<file path="config.mk">
export PLATFORM = sky130hd
export DESIGN_NAME = cmp_pipe_flat
export DESIGN_NICKNAME = d
export VERILOG_FILES = /design/src/rtl/cmp_pipe_if.sv /design/src/rtl/cmp_pipe.sv /design/src/flat_wrapper.sv
export SDC_FILE = /design/constraint.sdc
export NUM_CORES = 1
export LEC_CHECK = 0
export CORE_MARGIN = 8
export CORE_UTILIZATION = 30
export DETAILED_ROUTE_END_ITERATION = 7
export MAX_ROUTING_LAYER = met4
export PLACE_DENSITY = 0.65
export SLEW_MARGIN = 20
export SYNTH_ARGS = -nofsm -noshare
export SYNTH_HDL_FRONTEND = slang
export SYNTH_SLANG_ARGS = --single-unit
</file>
<file path="constraint.sdc">
create_clock -name clk -period 3.2 [get_ports clk]
set_clock_uncertainty 0.15 [all_clocks]
set_input_delay 0.8 -clock clk [delete_from_list [all_inputs] [get_ports clk]]
set_output_delay 0.8 -clock clk [all_outputs]
set_load 0.005 [all_outputs]
</file>
<file path="src/rtl/cmp_pipe_if.sv">
// Request/result bundle of the branch-condition resolution unit.
// master = requester/consumer side, slave = cmp_pipe itself.
interface cmp_pipe_if #(
    parameter int WIDTH = 32,
    parameter int TAG_W = 5,
    parameter int CNT_W = 32
);
    logic             flush;
    logic             in_valid;
    logic             in_ready;
    logic [2:0]       cmpop;
    logic [WIDTH-1:0] rs1;
    logic [WIDTH-1:0] cmpmux;
    logic             pred_taken;
    logic [TAG_W-1:0] tag_in;
    logic             out_valid;
    logic             out_ready;
    logic             br_en;
    logic             mispredict;
    logic             illegal;
    logic [TAG_W-1:0] tag_out;
    logic [CNT_W-1:0] resolved_cnt;
    logic [CNT_W-1:0] mispredict_cnt;

    // Valid/ready: a transfer happens at a clk edge where valid and ready are both 1
    // (input side additionally needs flush=0); the producer holds its payload until then.
    modport master (
        output flush, in_valid, cmpop, rs1, cmpmux, pred_taken, tag_in, out_ready,
        input  in_ready, out_valid, br_en, mispredict, illegal, tag_out,
               resolved_cnt, mispredict_cnt
    );
    modport slave (
        input  flush, in_valid, cmpop, rs1, cmpmux, pred_taken, tag_in, out_ready,
        output in_ready, out_valid, br_en, mispredict, illegal, tag_out,
               resolved_cnt, mispredict_cnt
    );
endinterface

</file>
<file path="src/rtl/cmp_pipe.sv">
// Pipelined RV32 branch-condition resolution with prediction check,
// valid/ready flow control, flush and branch/mispredict statistics.
module cmp_pipe #(
    parameter int WIDTH  = 32,
    parameter int STAGES = 1,
    parameter int TAG_W  = 5,
    parameter int CNT_W  = 32
) (
    input  logic      clk,
    input  logic      rst,
    cmp_pipe_if.slave bus
);
    if (STAGES != 1 && STAGES != 2) begin : g_bad_stages
        $error("cmp_pipe: STAGES must be 1 or 2");
    end
    if (WIDTH < 8 || WIDTH > 64) begin : g_bad_width
        $error("cmp_pipe: WIDTH must be in 8..64");
    end

    typedef struct packed {
        logic             br_en;
        logic             mispredict;
        logic             illegal;
        logic [TAG_W-1:0] tag;
    } res_t;

    function automatic res_t resolve(input logic [2:0] op, input logic eq, input logic lts,
                                     input logic ltu, input logic pred,
                                     input logic [TAG_W-1:0] tag);
        res_t r;
        r.br_en   = 1'b0;
        r.illegal = 1'b0;
        r.tag     = tag;
        case (op)
            3'b000:  r.br_en = eq;
            3'b001:  r.br_en = !eq;
            3'b100:  r.br_en = lts;
            3'b101:  r.br_en = !lts;
            3'b110:  r.br_en = ltu;
            3'b111:  r.br_en = !ltu;
            default: r.illegal = 1'b1;
        endcase
        r.mispredict = !r.illegal && (r.br_en != pred);
        return r;
    endfunction

    logic eq_c, lts_c, ltu_c;
    assign eq_c  = (bus.rs1 == bus.cmpmux);
    assign lts_c = ($signed(bus.rs1) < $signed(bus.cmpmux));
    assign ltu_c = (bus.rs1 < bus.cmpmux);

    logic [STAGES-1:0] vld_q, vld_d;
    res_t              res_q, res_d;
    logic              in_adv;
    logic              out_valid;
    logic              out_xfer;
    logic [CNT_W-1:0]  resolved_cnt_q, resolved_cnt_d;
    logic [CNT_W-1:0]  mispredict_cnt_q, mispredict_cnt_d;

    if (STAGES == 1) begin : g_one
        assign in_adv = !vld_q[0] || bus.out_ready;

        always_comb begin
            vld_d = vld_q;
            res_d = res_q;
            if (in_adv) begin
                vld_d[0] = bus.in_valid;
                if (bus.in_valid) begin
                    res_d = resolve(bus.cmpop, eq_c, lts_c, ltu_c, bus.pred_taken, bus.tag_in);
                end
            end
            if (bus.flush) vld_d = '0;
        end
    end else begin : g_two
        // Stage 0 keeps only the three compare flags; the funct3 select happens in stage 1.
        typedef struct packed {
            logic             eq;
            logic             lts;
            logic             ltu;
            logic [2:0]       cmpop;
            logic             pred;
            logic [TAG_W-1:0] tag;
        } s0_t;

        s0_t  s0_q, s0_d;
        logic last_adv;

        assign last_adv = !vld_q[STAGES-1] || bus.out_ready;
        assign in_adv   = !vld_q[0] || last_adv;

        always_comb begin
            vld_d = vld_q;
            res_d = res_q;
            s0_d  = s0_q;
            if (last_adv) begin
                vld_d[STAGES-1] = vld_q[0];
                if (vld_q[0]) begin
                    res_d = resolve(s0_q.cmpop, s0_q.eq, s0_q.lts, s0_q.ltu, s0_q.pred, s0_q.tag);
                end
            end
            if (in_adv) begin
                vld_d[0] = bus.in_valid;
                if (bus.in_valid) begin
                    s0_d.eq    = eq_c;
                    s0_d.lts   = lts_c;
                    s0_d.ltu   = ltu_c;
                    s0_d.cmpop = bus.cmpop;
                    s0_d.pred  = bus.pred_taken;
                    s0_d.tag   = bus.tag_in;
                end
            end
            if (bus.flush) vld_d = '0;
        end

        always_ff @(posedge clk) begin
            if (rst) s0_q <= '0;
            else     s0_q <= s0_d;
        end
    end

    // Flush hides the last stage so no result is consumed or counted that cycle.
    assign out_valid = vld_q[STAGES-1] && !bus.flush;
    assign out_xfer  = out_valid && bus.out_ready;

    always_comb begin
        resolved_cnt_d   = resolved_cnt_q;
        mispredict_cnt_d = mispredict_cnt_q;
        if (out_xfer && !res_q.illegal) resolved_cnt_d   = resolved_cnt_q + 1'b1;
        if (out_xfer && res_q.mispredict) mispredict_cnt_d = mispredict_cnt_q + 1'b1;
    end

    always_ff @(posedge clk) begin
        if (rst) begin
            vld_q            <= '0;
            res_q            <= '0;
            resolved_cnt_q   <= '0;
            mispredict_cnt_q <= '0;
        end else begin
            vld_q            <= vld_d;
            res_q            <= res_d;
            resolved_cnt_q   <= resolved_cnt_d;
            mispredict_cnt_q <= mispredict_cnt_d;
        end
    end

    assign bus.in_ready       = in_adv;
    assign bus.out_valid      = out_valid;
    assign bus.br_en          = res_q.br_en;
    assign bus.mispredict     = res_q.mispredict;
    assign bus.illegal        = res_q.illegal;
    assign bus.tag_out        = res_q.tag;
    assign bus.resolved_cnt   = resolved_cnt_q;
    assign bus.mispredict_cnt = mispredict_cnt_q;
endmodule

</file>
<file path="src/flat_wrapper.sv">
// flat-port wrapper written by rule: the top's interface ports become plain ports
module cmp_pipe_flat 
#(
    parameter int WIDTH  = 32,
    parameter int STAGES = 1,
    parameter int TAG_W  = 5,
    parameter int CNT_W  = 32
)
  (clk, rst, bus_flush, bus_in_valid, bus_cmpop, bus_rs1, bus_cmpmux, bus_pred_taken, bus_tag_in, bus_out_ready, bus_in_ready, bus_out_valid, bus_br_en, bus_mispredict, bus_illegal, bus_tag_out, bus_resolved_cnt, bus_mispredict_cnt);
  cmp_pipe_if #(.WIDTH(WIDTH), .TAG_W(TAG_W), .CNT_W(CNT_W)) bus_i ();
  input  logic clk;
  input  logic rst;
  input wire logic [$bits(bus_i.flush)-1:0] bus_flush;
  input wire logic [$bits(bus_i.in_valid)-1:0] bus_in_valid;
  input wire logic [$bits(bus_i.cmpop)-1:0] bus_cmpop;
  input wire logic [$bits(bus_i.rs1)-1:0] bus_rs1;
  input wire logic [$bits(bus_i.cmpmux)-1:0] bus_cmpmux;
  input wire logic [$bits(bus_i.pred_taken)-1:0] bus_pred_taken;
  input wire logic [$bits(bus_i.tag_in)-1:0] bus_tag_in;
  input wire logic [$bits(bus_i.out_ready)-1:0] bus_out_ready;
  output wire logic [$bits(bus_i.in_ready)-1:0] bus_in_ready;
  output wire logic [$bits(bus_i.out_valid)-1:0] bus_out_valid;
  output wire logic [$bits(bus_i.br_en)-1:0] bus_br_en;
  output wire logic [$bits(bus_i.mispredict)-1:0] bus_mispredict;
  output wire logic [$bits(bus_i.illegal)-1:0] bus_illegal;
  output wire logic [$bits(bus_i.tag_out)-1:0] bus_tag_out;
  output wire logic [$bits(bus_i.resolved_cnt)-1:0] bus_resolved_cnt;
  output wire logic [$bits(bus_i.mispredict_cnt)-1:0] bus_mispredict_cnt;
  assign bus_i.flush = bus_flush;
  assign bus_i.in_valid = bus_in_valid;
  assign bus_i.cmpop = bus_cmpop;
  assign bus_i.rs1 = bus_rs1;
  assign bus_i.cmpmux = bus_cmpmux;
  assign bus_i.pred_taken = bus_pred_taken;
  assign bus_i.tag_in = bus_tag_in;
  assign bus_i.out_ready = bus_out_ready;
  assign bus_in_ready = bus_i.in_ready;
  assign bus_out_valid = bus_i.out_valid;
  assign bus_br_en = bus_i.br_en;
  assign bus_mispredict = bus_i.mispredict;
  assign bus_illegal = bus_i.illegal;
  assign bus_tag_out = bus_i.tag_out;
  assign bus_resolved_cnt = bus_i.resolved_cnt;
  assign bus_mispredict_cnt = bus_i.mispredict_cnt;
  cmp_pipe #(.WIDTH(WIDTH), .STAGES(STAGES), .TAG_W(TAG_W), .CNT_W(CNT_W)) u_core (.clk(clk), .rst(rst), .bus(bus_i));
endmodule
</file>
After elaboration in Yosys (flattened, before gate mapping). Index checks and enable logic that the tools add are counted.

Flip-flop bits (word level): 73. Latch bits: 0. Bits in writable memories: 0. ROM bits: 0. Bits of input ports: 78. Output and inout bits: 74. Logic and storage cells: 41. Memories: 0.

Add/sub/neg operators: 2. Multiply operators: 0. Divide/modulo/power cells: 0. Magnitude comparators: 2. Equality and inequality tests: 7. Shift operators: 0. Mux-type cells: 6. Bitwise gates (word level): 0. Reduce and logical (&&, ||, !) cells: 17.

Operator list (number): adder 32 x 1 -> 32 bit (second input constant) (2); less-than comparator 32 bit (2); equality test 32 bit (1); equality test 3 bit (second input constant) (4); logical NOT 1 bit (7); one-hot mux 1 bit (6 select lines) (1); OR reduction 6 bit (1); logical AND 1 bit (5); 2-to-1 mux 1 bit (5); equality test 3 x 1 -> 1 bit (second input constant) (1); logical NOT 3 bit (1); AND reduction 2 bit (1); OR reduction 2 bit (1); logical OR 1 bit (1); inequality test 1 bit (1).

Depth between registers and ports, before layout. Gate-level depths: netlist of the first run.

Depth after elaboration: 7. Mapped depth: 10. Gate-level depth less buffers: 10.

Least setup slack after synthesis of the first run. Ideal clock, no wire load.

Kind: in2reg. From: input bus_cmpmux[9]. To: register u_core.res_q, in the netlist u_core.bus.mispredict. Setup time: 0.079 ns. Arrival time: 2.521 ns. Required time: 2.971 ns. Setup slack: 0.450 ns. Stages on the path: 10. Buffers on the path: 0. Cells stage by stage: inv_1 ha_1 a21o_1 a221o_1 a211oi_1 o211ai_1 a21oi_1 xnor2_1 a211o_1 o211ai_1.

Word-level cells in the longest chain between the ends: 7. Elaborated cells between the ends (all ways): 11. Classes of those cells: 2 x order compare; 2 x eq/ne; 3 x mux; 4 x reduce/logical.

RTL lines: start, declared (RTL line flat_wrapper.sv:17) `input wire logic [$bits(bus_i.cmpmux)-1:0] bus_cmpmux;`; less-than comparator 32 bit (tied with other cells) (RTL line cmp_pipe.sv:50) `assign ltu_c = (bus.rs1 < bus.cmpmux);`; logical NOT 1 bit (on tied branches) (RTL line cmp_pipe.sv:40, cmp_pipe.sv:36, cmp_pipe.sv:38); one-hot mux 1 bit (6 select lines) * (RTL line cmp_pipe.sv:34) `case (op)`; 2-to-1 mux 1 bit * (RTL line cmp_pipe.sv:68) `if (bus.in_valid) begin`; 2-to-1 mux 1 bit * (RTL line cmp_pipe.sv:66) `if (in_adv) begin`; inequality test 1 bit * (RTL line cmp_pipe.sv:43) `r.mispredict = !r.illegal && (r.br_en != pred);`; logical AND 1 bit * (RTL line cmp_pipe.sv:43); end signal, assigned (RTL line cmp_pipe.sv:140) `res_q <= res_d;`; end, declared (RTL line cmp_pipe.sv:53) `res_t res_q, res_d;`.

Every way passes the cells marked *; elsewhere a longest branch is shown, timed or not. The select of a mux whose other input is x is not followed. A chain may end at the register's enable or synchronous reset.

Final worst setup path of the first run.
From: input bus_cmpmux[9]. To: register u_core.res_q, in the netlist u_core.bus.br_en.

Word-level cells in the longest chain between the ends: 5. Elaborated cells between the ends (all ways): 9. Classes of those cells: 2 x order compare; 1 x eq/ne; 3 x mux; 3 x reduce/logical.

RTL lines (RTL line): less-than comparator 32 bit (tied with other cells) (cmp_pipe.sv:50); logical NOT 1 bit (on tied branches) (cmp_pipe.sv:40, cmp_pipe.sv:36, cmp_pipe.sv:38); one-hot mux 1 bit (6 select lines) * (cmp_pipe.sv:34); 2-to-1 mux 1 bit * (cmp_pipe.sv:68); 2-to-1 mux 1 bit * (cmp_pipe.sv:66).

Marked as above.

==> impl_metrics.ini, run 1 <==
[floorplanning]
fp.dieW_um = 131
num_rows = 42
start_util = 0.304
core_region_area_um2 = 13100
die_h_um = 131
die_area_um2 = 17200
num_io_pins = 152

[setup_path]
slowest_stage = clkdlybuf4s50_1
worstPathCellList = clkdlybuf4s50_1 -> inv_1 -> ha_1 -> a21o_1 -> a221o_1 -> a211oi_1 -> o211ai_1 -> a21oi_1 -> xnor2_1 -> a21oi_1 -> a211oi_1
r2r_slack_ns = 0.92
worst_setup_path_end_kind = register
crit_family = compound AO/OA/AOI/OAI gates
r2r-end = u_core.bus.resolved_cnt[31]
critPathMaxFanout = 2
required_ns = 3.29
slowest_delay_ns = 0.45
cp_data_arrival_time_ns = 3.16
crit_type = in -> reg
rr_worst_depth = 7
path_buf_inv = 2
cp-start-kind = primary input
worstReg2RegStart = u_core.bus.resolved_cnt[3]

[yosys]
yosys.area_share.simple = 0.275
ys_ff_latch = 73
synth_edf_count = 0
yosysWarningCount = 0
synth-compound-area-share = 0.0879
yosysUniqueCellTypes = 45
syn_area_um2 = 3980
synth_top_area_cell = dfxtp_1
synth_top_area_frac = 0.367
synth_xor_xnor_area_share = 0.114
seq_area_frac_synth = 0.367
yosys_most_used_dff = dfxtp_1
syn-mean-instance-area_um2 = 8.42
synth_top_family_by_area = simple AND/OR/NAND/NOR gates
synthTopCellsByArea = dfxtp_1 37%, ha_1 11%, xor2_1 9.0%, nor2_1 5.6%, nand2_1 4.5%
synth_fa_ha_area_frac = 0.107
synthArstFlopShare = 0
syn-instance-count = 473
synth.net_count = 585
synthMuxAreaShare = 0.00503

[layout]
layout_common_cells = 150 x clkdlybuf4s50_1, 73 x dfxtp_1, 59 x nor2_1
final_common_cell = clkdlybuf4s50_1
drive_gt1_frac = 0.0820
final_util = 0.470
final_cells = 822
fin_nets = 754
areaGrowthSynthToFinish_pct = 54.4
fillCellCount = 1233
antennaDiodeCount = 0

[timing]
grt_setup_unrepaired = false
max-slew-margin-rel = 0.501
fin_crit_ns = 3.07
fmax_mhz = 326
slew_viol_final = 0
setup-tns-final_ns = 0
min_period_over_period = 0.959
worst_slew_pin_slew_ns = 0.749
timing_hold_violations_final = 0
final-setup-viol-count = 0

[clocking]
post_cts_buffers = 0
h-tree-depth = 3
cts_tree = done
cts_num_sinks = 73
clk_latency_ns = 0.33
clockBufferDepth = 2
numCtsBuffers = 9
path_clk_slew_ns = 0.06
root_buffer = clkbuf_16

[grt]
grtUsageTotal = 0.137
grt_pass1_vias = 3972
grt_pass1_wl_mm = 19.5
grt_max_degree = 74
antenna_found_initial = 0
gr-total-overflow = 0

[drt]
antenna_left = 0
vias_per_cell = 4.70
routed_wirelength_mm = 11.4
drt-pass1-iter-count = 4
dr_total_vias = 3861
drc = 0
routedWlPerCell_um = 13.9
drt-initial-drc-count = 148

[power]
powerDensity_nw_per_um2 = 375
peakVddDrop_mv = 0.263
p_leak_nw = 2.45

[placed_design]
portBuffers = 151
dpl.cell_count = 807
gp_congestion = 0.813
dp_hpwl_mm = 9.36

[min_path]
hold_path.class = reg -> reg
min_to = u_core.bus.tag_out[1]
hold_depth = 2
worstHoldStart = u_core.bus.tag_out[1]

[flow_run]
max_cap_viol_count = 0

[outcome]
status = completed
==> per-stage QoR <==
stage               hold slack (ns)  area (µm²)  worst slack, ns  power, mW
floorplan                     0.303        3980            0.450       1.05
global placement              0.293        5810           -0.121       1.19
detailed placement            0.303        5810           -0.227       1.20
CTS                           0.311        6140            0.122       2.34
global route                  0.342        6150          0.00881       2.42
finish                        0.309        6150            0.131       2.31
==> worst max path at each step <==
stage                               from                    end  slack, ns  cells past startpoint
after floorplan            bus_cmpmux[9]  u_core.bus.mispredict       0.45                     10
after global placement    bus_cmpmux[31]       u_core.bus.br_en      -0.12                     12
after detailed placement   bus_cmpmux[9]       u_core.bus.br_en      -0.23                     11
after CTS                  bus_cmpmux[9]       u_core.bus.br_en       0.12                     11
after global routing       bus_cmpmux[9]       u_core.bus.br_en      0.009                     11
final                      bus_cmpmux[9]       u_core.bus.br_en       0.13                     11
==> sequential cells by signal, indices dropped and copies added (netlist names) <==
signal                     flops
u_core.bus.br_en               1
u_core.bus.illegal             1
u_core.bus.mispredict          1
u_core.bus.mispredict_cnt     32
u_core.bus.resolved_cnt       32
u_core.bus.tag_out             5
u_core.vld_q                   1
==> power by group <==
part | switching (mW) | internal (mW) | total, mW
logic | 0.105 | 0.154 | 0.259
registers | 0.00547 | 0.917 | 0.922
clock network | 0.369 | 0.758 | 1.13
==> area by class of cell <==
class                   instances  area [µm²]  share of cell area
repair buffers                171        1660               0.269
clock buffers                  10         229              0.0372
clock inverters                 5         104              0.0169
inverters                      33         124              0.0201
well taps                     176         220              0.0358
multi-input cells             354        2360               0.383
flip-flops and latches         73        1460               0.238
==> Yosys cell counts (all sizes together) (2+ instances only) <==
| master | instances |
|---|---|
| dfxtp | 73 |
| nor2 | 59 |
| nand2 | 50 |
| xor2 | 41 |
| ha | 34 |
| a21oi | 33 |
| inv | 33 |
| nand4 | 21 |
| o21ai | 18 |
| nand3 | 17 |
| or3 | 13 |
| xnor2 | 11 |
| and4 | 10 |
| clkbuf | 10 |
| and3 | 7 |
| nor3 | 7 |
| a211oi | 5 |
| and2 | 4 |
| nor2b | 4 |
| buf | 3 |
| o211ai | 3 |
| a211o | 2 |
| mux2i | 2 |
| nand2b | 2 |
| nor4 | 2 |
==> tightest hold or removal path: stages (launching register included) <==
cell and delay [ns]:
dfxtp_1 0.31, nand2_1 0.05, a21oi_1 0.05
==> logic make-up after synthesis <==
| logic type | count (synthesis) |
|---|---|
| buffers and inverters | 46 |
| muxes | 2 |
| DFF | 73 |
| xor gates and xnor gates | 52 |
| adders and majority gates | 34 |
| and+or+nand+nor | 203 |
| AOI/OAI and AO/OA | 63 |
==> metal layers <==
| metal | track usage | up-vias | share of wire |
|---|---|---|---|
| li1 | - | 1963 | - |
| met1 | 0.157 | 1777 | 0.44 |
| met2 | 0.224 | 109 | 0.48 |
| met3 | 0.0454 | 12 | 0.071 |
| met4 | 0.0387 | 0 | 0.010 |
| met5 | - | - | 0 |
==> repair_timing <==
item / CTS / global route
gates resized for setup: 0 / 2
hold buffers: 0 / 0
endpoints found under the setup margin: 0 / 2
Note: power is estimated with default switching activity, not from simulation.
==> run 2: changes to the inputs <==
- CAP_MARGIN: not set -> 40
- GPL_TIMING_DRIVEN: not set -> 1
==> results of run 2 <==
No change in the layout: final DEF, timing and power equal those of run 1.
